### src/rtl/rx_cmd_pkg.sv
// Shared constants, state/command enums and the case-fold helper for rx_cmd_parser.
// Optional feature macro: RX_CMD_CASEFOLD_EN.
package rx_cmd_pkg;

    localparam logic [7:0] ASCII_LF    = 8'h0A;
    localparam logic [7:0] ASCII_CR    = 8'h0D;
    localparam logic [7:0] ASCII_COLON = 8'h3A;
    localparam logic [7:0] ASCII_1     = 8'h31;
    localparam logic [7:0] ASCII_9     = 8'h39;

    // Command strings, right-aligned: the first character is the most significant used byte.
    localparam logic [47:0] STR_INIT  = {16'h0000, "init"};
    localparam logic [47:0] STR_NORM  = {16'h0000, "norm"};
    localparam logic [47:0] STR_START = {8'h00, "start"};
    localparam logic [47:0] STR_STOP  = {16'h0000, "stop"};
    localparam logic [47:0] STR_RATE  = {8'h00, "rate", ASCII_COLON};

    typedef enum logic [1:0] {
        ST_IDLE,
        ST_COLLECT,
        ST_DISCARD,
        ST_EXEC
    } state_e;

    typedef enum logic [2:0] {
        CMD_NONE,
        CMD_INIT,
        CMD_NORMAL,
        CMD_START,
        CMD_FINISH,
        CMD_RATE,
        CMD_ERR
    } cmd_e;

    // Character k (0 = first) of an n-character string constant; zero past the end.
    function automatic logic [7:0] str_byte(input logic [47:0] s, input int unsigned n,
                                            input int unsigned k);
        logic [47:0] sh;
        sh = (k < n) ? (s >> (8 * (n - 1 - k))) : '0;
        return sh[7:0];
    endfunction

`ifdef RX_CMD_CASEFOLD_EN
    function automatic logic [7:0] fold_case(input logic [7:0] b);
        return (b >= 8'h41 && b <= 8'h5A) ? (b | 8'h20) : b;
    endfunction
`endif

endpackage

### src/rtl/rx_cmd_parser_if.sv
// Byte input and decoded-command output bundle of rx_cmd_parser.
interface rx_cmd_parser_if;

    logic [7:0] iRX_DATA;
    logic       iRX_VALID;
    logic [7:0] oRATE;
    logic       oRATE_UPD;
    logic       oCMD_INIT;
    logic       oCMD_NORMAL;
    logic       oCMD_START;
    logic       oCMD_FINISH;
    logic       oCMD_ERR;
    logic       oBUSY;

    modport master (
        output iRX_DATA, iRX_VALID,
        input  oRATE, oRATE_UPD, oCMD_INIT, oCMD_NORMAL, oCMD_START, oCMD_FINISH,
               oCMD_ERR, oBUSY
    );

    modport slave (
        input  iRX_DATA, iRX_VALID,
        output oRATE, oRATE_UPD, oCMD_INIT, oCMD_NORMAL, oCMD_START, oCMD_FINISH,
               oCMD_ERR, oBUSY
    );

endinterface

### src/rtl/rx_cmd_parser_decode.sv
// Combinational matcher: line buffer + length + error flag -> command code and rate digit.
module rx_cmd_decode
    import rx_cmd_pkg::*;
#(
    parameter int unsigned MAX_LEN = 8,
    parameter int unsigned LEN_W   = $clog2(MAX_LEN + 1)
) (
    input  logic [MAX_LEN-1:0][7:0] i_buf,
    input  logic [LEN_W-1:0]        i_len,
    input  logic                    i_err,
    output cmd_e                    o_cmd,
    output logic [7:0]              o_rate
);

    logic [MAX_LEN-1:0] w_ok_init;
    logic [MAX_LEN-1:0] w_ok_norm;
    logic [MAX_LEN-1:0] w_ok_start;
    logic [MAX_LEN-1:0] w_ok_stop;
    logic [MAX_LEN-1:0] w_ok_rate;
    logic [7:0]         w_digit;

    // Positions at or beyond len are don't-care; the length compare below enforces exactness.
    for (genvar g = 0; g < MAX_LEN; g++) begin : g_cmp
        localparam logic [LEN_W-1:0] POS = LEN_W'(g);
        assign w_ok_init[g]  = (POS >= i_len) || (i_buf[g] == str_byte(STR_INIT, 4, g));
        assign w_ok_norm[g]  = (POS >= i_len) || (i_buf[g] == str_byte(STR_NORM, 4, g));
        assign w_ok_start[g] = (POS >= i_len) || (i_buf[g] == str_byte(STR_START, 5, g));
        assign w_ok_stop[g]  = (POS >= i_len) || (i_buf[g] == str_byte(STR_STOP, 4, g));
        assign w_ok_rate[g]  = (POS >= i_len) || (g == 5) ||
                               (i_buf[g] == str_byte(STR_RATE, 5, g));
    end

    if (MAX_LEN >= 6) begin : g_digit
        assign w_digit = i_buf[5];
    end else begin : g_no_digit
        assign w_digit = '0;
    end

    always_comb begin
        o_cmd  = CMD_ERR;
        o_rate = w_digit;
        if (!i_err) begin
            if (i_len == LEN_W'(4) && (&w_ok_init))
                o_cmd = CMD_INIT;
            else if (i_len == LEN_W'(4) && (&w_ok_norm))
                o_cmd = CMD_NORMAL;
            else if (i_len == LEN_W'(5) && (&w_ok_start))
                o_cmd = CMD_START;
            else if (i_len == LEN_W'(4) && (&w_ok_stop))
                o_cmd = CMD_FINISH;
            else if (i_len == LEN_W'(6) && (&w_ok_rate) &&
                     w_digit >= ASCII_1 && w_digit <= ASCII_9)
                o_cmd = CMD_RATE;
        end
    end

endmodule

### src/rtl/rx_cmd_parser.sv
// UART RX command-line parser: collects LF-terminated lines and emits command strobes.
// Optional feature macro: RX_CMD_CASEFOLD_EN (fold 'A'..'Z' to lowercase before storage).
module rx_cmd_parser
    import rx_cmd_pkg::*;
#(
    parameter int unsigned MAX_LEN  = 8,
    parameter logic [7:0]  RATE_RST = 8'h31
) (
    input  logic           clk,
    input  logic           reset,
    rx_cmd_parser_if.slave bus
);

    localparam int unsigned LEN_W = $clog2(MAX_LEN + 1);
    localparam int unsigned IDX_W = (MAX_LEN > 1) ? $clog2(MAX_LEN) : 1;

    state_e                  r_state;
    logic [LEN_W-1:0]        r_len;
    logic [MAX_LEN-1:0][7:0] r_buf;
    logic                    r_err;
    cmd_e                    r_cmd;
    logic [7:0]              r_digit;
    logic [7:0]              r_rate;
    logic                    r_rate_upd;
    logic                    r_init;
    logic                    r_norm;
    logic                    r_start;
    logic                    r_finish;
    logic                    r_cmd_err;

    logic [7:0]              w_char;
    logic                    w_is_lf;
    logic                    w_is_chr;
    cmd_e                    w_cmd;
    logic [7:0]              w_digit;

`ifdef RX_CMD_CASEFOLD_EN
    assign w_char = fold_case(bus.iRX_DATA);
`else
    assign w_char = bus.iRX_DATA;
`endif

    assign w_is_lf  = bus.iRX_VALID && (bus.iRX_DATA == ASCII_LF);
    assign w_is_chr = bus.iRX_VALID && (bus.iRX_DATA != ASCII_LF) &&
                      (bus.iRX_DATA != ASCII_CR);

    rx_cmd_decode #(
        .MAX_LEN (MAX_LEN),
        .LEN_W   (LEN_W)
    ) u_decode (
        .i_buf  (r_buf),
        .i_len  (r_len),
        .i_err  (r_err),
        .o_cmd  (w_cmd),
        .o_rate (w_digit)
    );

    always_ff @(posedge clk or negedge reset) begin
        if (!reset) begin
            r_state <= ST_IDLE;
            r_len   <= '0;
            r_buf   <= '0;
            r_err   <= 1'b0;
            r_cmd   <= CMD_NONE;
            r_digit <= '0;
        end else begin
            r_cmd <= CMD_NONE;
            case (r_state)
                // EXEC behaves like IDLE for the incoming byte so nothing is dropped.
                ST_IDLE, ST_EXEC: begin
                    if (r_state == ST_EXEC) begin
                        r_cmd   <= w_cmd;
                        r_digit <= w_digit;
                    end
                    r_err   <= 1'b0;
                    r_len   <= '0;
                    r_state <= ST_IDLE;
                    if (w_is_chr) begin
                        r_buf[0] <= w_char;
                        r_len    <= LEN_W'(1);
                        r_state  <= ST_COLLECT;
                    end
                end
                ST_COLLECT: begin
                    if (w_is_lf) begin
                        r_state <= ST_EXEC;
                    end else if (w_is_chr) begin
                        if (r_len == LEN_W'(MAX_LEN)) begin
                            r_state <= ST_DISCARD;
                            r_err   <= 1'b1;
                        end else begin
                            r_buf[r_len[IDX_W-1:0]] <= w_char;
                            r_len                   <= r_len + 1'b1;
                        end
                    end
                end
                ST_DISCARD: begin
                    if (w_is_lf)
                        r_state <= ST_EXEC;
                end
                default: r_state <= ST_IDLE;
            endcase
        end
    end

    // Output stage: one registered strobe per decoded command, two edges after the LF.
    always_ff @(posedge clk or negedge reset) begin
        if (!reset) begin
            r_rate     <= RATE_RST;
            r_rate_upd <= 1'b0;
            r_init     <= 1'b0;
            r_norm     <= 1'b0;
            r_start    <= 1'b0;
            r_finish   <= 1'b0;
            r_cmd_err  <= 1'b0;
        end else begin
            r_rate_upd <= (r_cmd == CMD_RATE);
            r_init     <= (r_cmd == CMD_INIT);
            r_norm     <= (r_cmd == CMD_NORMAL);
            r_start    <= (r_cmd == CMD_START);
            r_finish   <= (r_cmd == CMD_FINISH);
            r_cmd_err  <= (r_cmd == CMD_ERR);
            if (r_cmd == CMD_RATE)
                r_rate <= r_digit;
        end
    end

    assign bus.oRATE       = r_rate;
    assign bus.oRATE_UPD   = r_rate_upd;
    assign bus.oCMD_INIT   = r_init;
    assign bus.oCMD_NORMAL = r_norm;
    assign bus.oCMD_START  = r_start;
    assign bus.oCMD_FINISH = r_finish;
    assign bus.oCMD_ERR    = r_cmd_err;
    assign bus.oBUSY       = (r_state != ST_IDLE);

endmodule

### src/flat_wrapper.sv
// flat-port wrapper written by rule: the top's interface ports become plain ports
module rx_cmd_parser_flat import rx_cmd_pkg::*;
#(
    parameter int unsigned MAX_LEN  = 8,
    parameter logic [7:0]  RATE_RST = 8'h31
)
  (clk, reset, bus_iRX_DATA, bus_iRX_VALID, bus_oRATE, bus_oRATE_UPD, bus_oCMD_INIT, bus_oCMD_NORMAL, bus_oCMD_START, bus_oCMD_FINISH, bus_oCMD_ERR, bus_oBUSY);
  rx_cmd_parser_if bus_i ();
  input  logic clk;
  input  logic reset;
  input wire logic [$bits(bus_i.iRX_DATA)-1:0] bus_iRX_DATA;
  input wire logic [$bits(bus_i.iRX_VALID)-1:0] bus_iRX_VALID;
  output wire logic [$bits(bus_i.oRATE)-1:0] bus_oRATE;
  output wire logic [$bits(bus_i.oRATE_UPD)-1:0] bus_oRATE_UPD;
  output wire logic [$bits(bus_i.oCMD_INIT)-1:0] bus_oCMD_INIT;
  output wire logic [$bits(bus_i.oCMD_NORMAL)-1:0] bus_oCMD_NORMAL;
  output wire logic [$bits(bus_i.oCMD_START)-1:0] bus_oCMD_START;
  output wire logic [$bits(bus_i.oCMD_FINISH)-1:0] bus_oCMD_FINISH;
  output wire logic [$bits(bus_i.oCMD_ERR)-1:0] bus_oCMD_ERR;
  output wire logic [$bits(bus_i.oBUSY)-1:0] bus_oBUSY;
  assign bus_i.iRX_DATA = bus_iRX_DATA;
  assign bus_i.iRX_VALID = bus_iRX_VALID;
  assign bus_oRATE = bus_i.oRATE;
  assign bus_oRATE_UPD = bus_i.oRATE_UPD;
  assign bus_oCMD_INIT = bus_i.oCMD_INIT;
  assign bus_oCMD_NORMAL = bus_i.oCMD_NORMAL;
  assign bus_oCMD_START = bus_i.oCMD_START;
  assign bus_oCMD_FINISH = bus_i.oCMD_FINISH;
  assign bus_oCMD_ERR = bus_i.oCMD_ERR;
  assign bus_oBUSY = bus_i.oBUSY;
  rx_cmd_parser #(.MAX_LEN(MAX_LEN), .RATE_RST(RATE_RST)) u_core (.clk(clk), .reset(reset), .bus(bus_i));
endmodule
### config.mk
export PLATFORM = sky130hd
export DESIGN_NAME = rx_cmd_parser_flat
export DESIGN_NICKNAME = d
export VERILOG_FILES = /design/src/rtl/rx_cmd_pkg.sv /design/src/rtl/rx_cmd_parser_if.sv /design/src/rtl/rx_cmd_parser_decode.sv /design/src/rtl/rx_cmd_parser.sv /design/src/flat_wrapper.sv
export SDC_FILE = /design/constraint.sdc
export NUM_CORES = 1
export LEC_CHECK = 0
export ABC_AREA = 0
export BUFFER_PORTS_ARGS = -buffer_cell sky130_fd_sc_hd__buf_2
export CAP_MARGIN = 20
export CORE_ASPECT_RATIO = 1.1
export CORE_MARGIN = 5
export CORE_UTILIZATION = 65
export DETAILED_ROUTE_END_ITERATION = 8
export GPL_TIMING_DRIVEN = 0
export PLACE_DENSITY = 0.92
export SYNTH_ARGS = -nofsm -noshare
export SYNTH_HDL_FRONTEND = slang
export SYNTH_HIERARCHICAL = 1
export SYNTH_SLANG_ARGS = --single-unit
### constraint.sdc
create_clock -name clk -period 4.5 [get_ports clk]
set_input_delay 0 -clock clk [delete_from_list [all_inputs] [get_ports clk]]
set_output_delay 0 -clock clk [all_outputs]
set_load 0.02 [all_outputs]
==> impl_metrics.py <==
metrics = {
    "outcome": {
        "status": "complete, no violations",
    },
    "placed_design": {
        "gp_congestion": 0.9130,
        "dp_hpwl_um": 6136,
        "portBuffers": 23,
    },
    "critical_path": {
        "crit_path_max_fanout": 13,
        "start_kind": "flip-flop",
        "max_stage_delay_ns": 0.69,
        "cp_num_buf_inv": 1,
        "r2r_slack_ns": 1.55,
        "timing.rr.end": "u_core/r_buf[11]",
        "end_kind": "flip-flop",
        "r2r-start": "u_core/r_len[1]",
        "path_class": "flip-flop to flip-flop",
        "crit_start": "u_core/r_len[1]",
        "reg2regPathDepth": 6,
        "cp.required_ns": 4.74,
        "slowest_stage": "dfrtp_1",
        "cp.arrival_ns": 3.19,
        "path_delay_family": "simple AND/OR/NAND/NOR gates",
        "crit_chain": "inv_1 -> ha_1 -> nand3b_1 -> nand3_1 -> nor4_4 -> mux2_2",
    },
    "sta": {
        "rsz0062_at_grt": "no",
        "fin_crit_sh": 0.6548,
        "finalHoldViolCount": 0,
        "setup_viol": 0,
        "max_freq_ghz": 0.3394,
        "maxSlewViolCount": 0,
        "clock_skew_ns": 0.009877,
        "worstMarginPinSlew_ns": 0.7587,
        "finalSetupTns_ns": 0,
        "min_period_ns": 2.946,
        "relSlewSlack": 0.4931,
        "whs_ns": 0.05730,
    },
    "finish": {
        "nNetsFinal": 392,
        "final_common_cell": "dfrtp_1",
        "drive_above_1_share": 0.3483,
        "layout_common_cells": "dfrtp_1 (85), mux2_2 (62), nand2_1 (36)",
        "area_growth_syn_to_layout_pct": 10.92,
        "diodes": 0,
    },
    "run": {
        "cap_violations": 0,
    },
    "min_path": {
        "hold_class": "input port to flip-flop",
        "min-delay-start": "bus_iRX_DATA[4]",
        "hold_depth": 2,
        "hold_end": "u_core/r_buf[4]",
    },
    "detailed_routing": {
        "ant_nets": 0,
        "dr.pass1.iters": 4,
        "wl_per_cell_um": 19.35,
        "totalWireLength_um": 8882,
        "vias_per_cell": 6.144,
        "remaining_drc_errors": 0,
        "vias": 2820,
        "dr.first_iter.drc_count": 263,
    },
    "power": {
        "leakagePower_nw": 2.137,
        "irDropWorstVdd_uv": 377.7,
        "p_total_mw": 2.685,
        "power_frac_seq": 0.492,
        "pwr_density_cell_nw_per_um2": 573.8,
        "p_int_mw": 1.784,
        "p_clk_frac": 0.206,
        "sw_frac_of_total": 0.3354,
        "combPwrFrac": 0.302,
        "switching_power_uw": 900.5,
    },
    "yosys": {
        "syn_avg_cell_area_um2": 12.48,
        "synth-warning-count": 6,
        "syn_nets": 356,
        "syn-instance-count": 338,
        "synth.cell_area_um2": 4218,
    },
    "clock_network": {
        "path_clk_slew_ns": 0.09,
        "cts_setup_buffers": 0,
        "clk_path_buf_depth": 2,
        "cts_tree": "yes",
        "htreeDepth": 3,
        "cts-root-buf": "clkbuf_8",
        "insertion_delay_ns": 0.36,
        "cts_made_buffers": 9,
        "clock-sinks": 88,
    },
    "global_routing": {
        "grt_overflow_total": 0,
        "grt_pass1_wl_um": 14610,
        "antenna_found_initial": 0,
        "grt_max_degree": 58,
        "grtUsageTotal": 0.2362,
        "grt_pass1_vias": 2845,
    },
    "floorplan": {
        "row_count": 30,
        "die-width_um": 86.81,
        "io_pins": 26,
        "die-area_um2": 8202,
        "fp.dieH_um": 94.49,
        "coreArea_um2": 6231,
        "initial_utilization": 0.6769,
    },
}
## power by group through the flow
stage	registers [mW]	logic [mW]	clock network, mW
3_3_place_gp	1.31	0.762	0
5_1_grt	1.36	0.887	0.603
3_5_place_dp	1.33	0.801	0
6_report	1.32	0.810	0.554
4_1_cts	1.32	0.810	0.569
2_1_floorplan	1.26	0.627	0
## metrics by stage
step / utilization / instance area (µm²) / std cells / setup WS, ns
floorplan: - / 4218 / 338 / 2.144
global placement: 0.7114 / 4433 / 441 / 1.673
detailed placement: 0.7163 / 4463 / 442 / 1.586
CTS: 0.7508 / 4678 / 459 / 1.562
global route: 0.7508 / 4678 / 459 / 1.440
finish: 0.7508 / 4678 / 459 / 1.554
## state kept, by name, summed over array words and instances (netlist names)
| name | count |
|---|---|
| u_core/bus.oCMD_ERR | 1 |
| u_core/r_buf | 56 |
| u_core/bus.oRATE | 8 |
| u_core/bus.oCMD_INIT | 1 |
| u_core/r_cmd | 3 |
| u_core/bus.oRATE_UPD | 1 |
| u_core/bus.oCMD_FINISH | 1 |
| u_core/bus.oCMD_START | 1 |
| u_core/r_digit | 8 |
| u_core/r_err | 1 |
| u_core/r_state | 2 |
| u_core/bus.oCMD_NORMAL | 1 |
| u_core/r_len | 4 |
## how the worst max path moves through the flow
stage	cells after the start	to	slack (ns)
floorplan	6	u_core/r_buf[11]	2.14
global placement	6	u_core/r_buf[9]	1.67
detailed placement	6	u_core/r_buf[11]	1.59
CTS	6	u_core/r_buf[11]	1.56
global route	6	u_core/r_buf[12]	1.44
finish	6	u_core/r_buf[11]	1.55
## area by class of cell
type | instances | area [µm²]
Sequential cell | 88 | 2206
Multi-Input combinational cell | 221 | 1861
Fill cell | 433 | 1553
Buffer | 19 | 113.9
Clock inverter | 6 | 67.56
Clock buffer | 10 | 137.6
Timing Repair Buffer | 25 | 155.1
Tap cell | 80 | 100.1
Inverter | 10 | 37.54
## per-layer routing
layer	wire length, µm	vias to the layer above	share of wire	track usage
met5	0	-	0	0
met4	256	0	0.029	0.1351
met3	510	25	0.057	0.04799
met2	4500	92	0.51	0.3778
met1	3614	1396	0.41	0.2968
li1	-	1307	-	-
## timing repair
| item | in CTS | in global routing |
|---|---|---|
| hold buffers | 1 | 0 |
| gates resized for setup | 0 | 0 |
| hold endpoints to repair | 85 | 0 |
| setup endpoints to repair | 0 | 0 |
## worst reg2reg max path, stage by stage, from the launching register on
cell and delay [ns]:
dfrtp_1 0.69, inv_1 0.29, ha_1 0.27, nand3b_1 0.16
nand3_1 0.34, nor4_4 0.66, mux2_2 0.42
No activity file was read; power rests on OpenSTA's default activity.
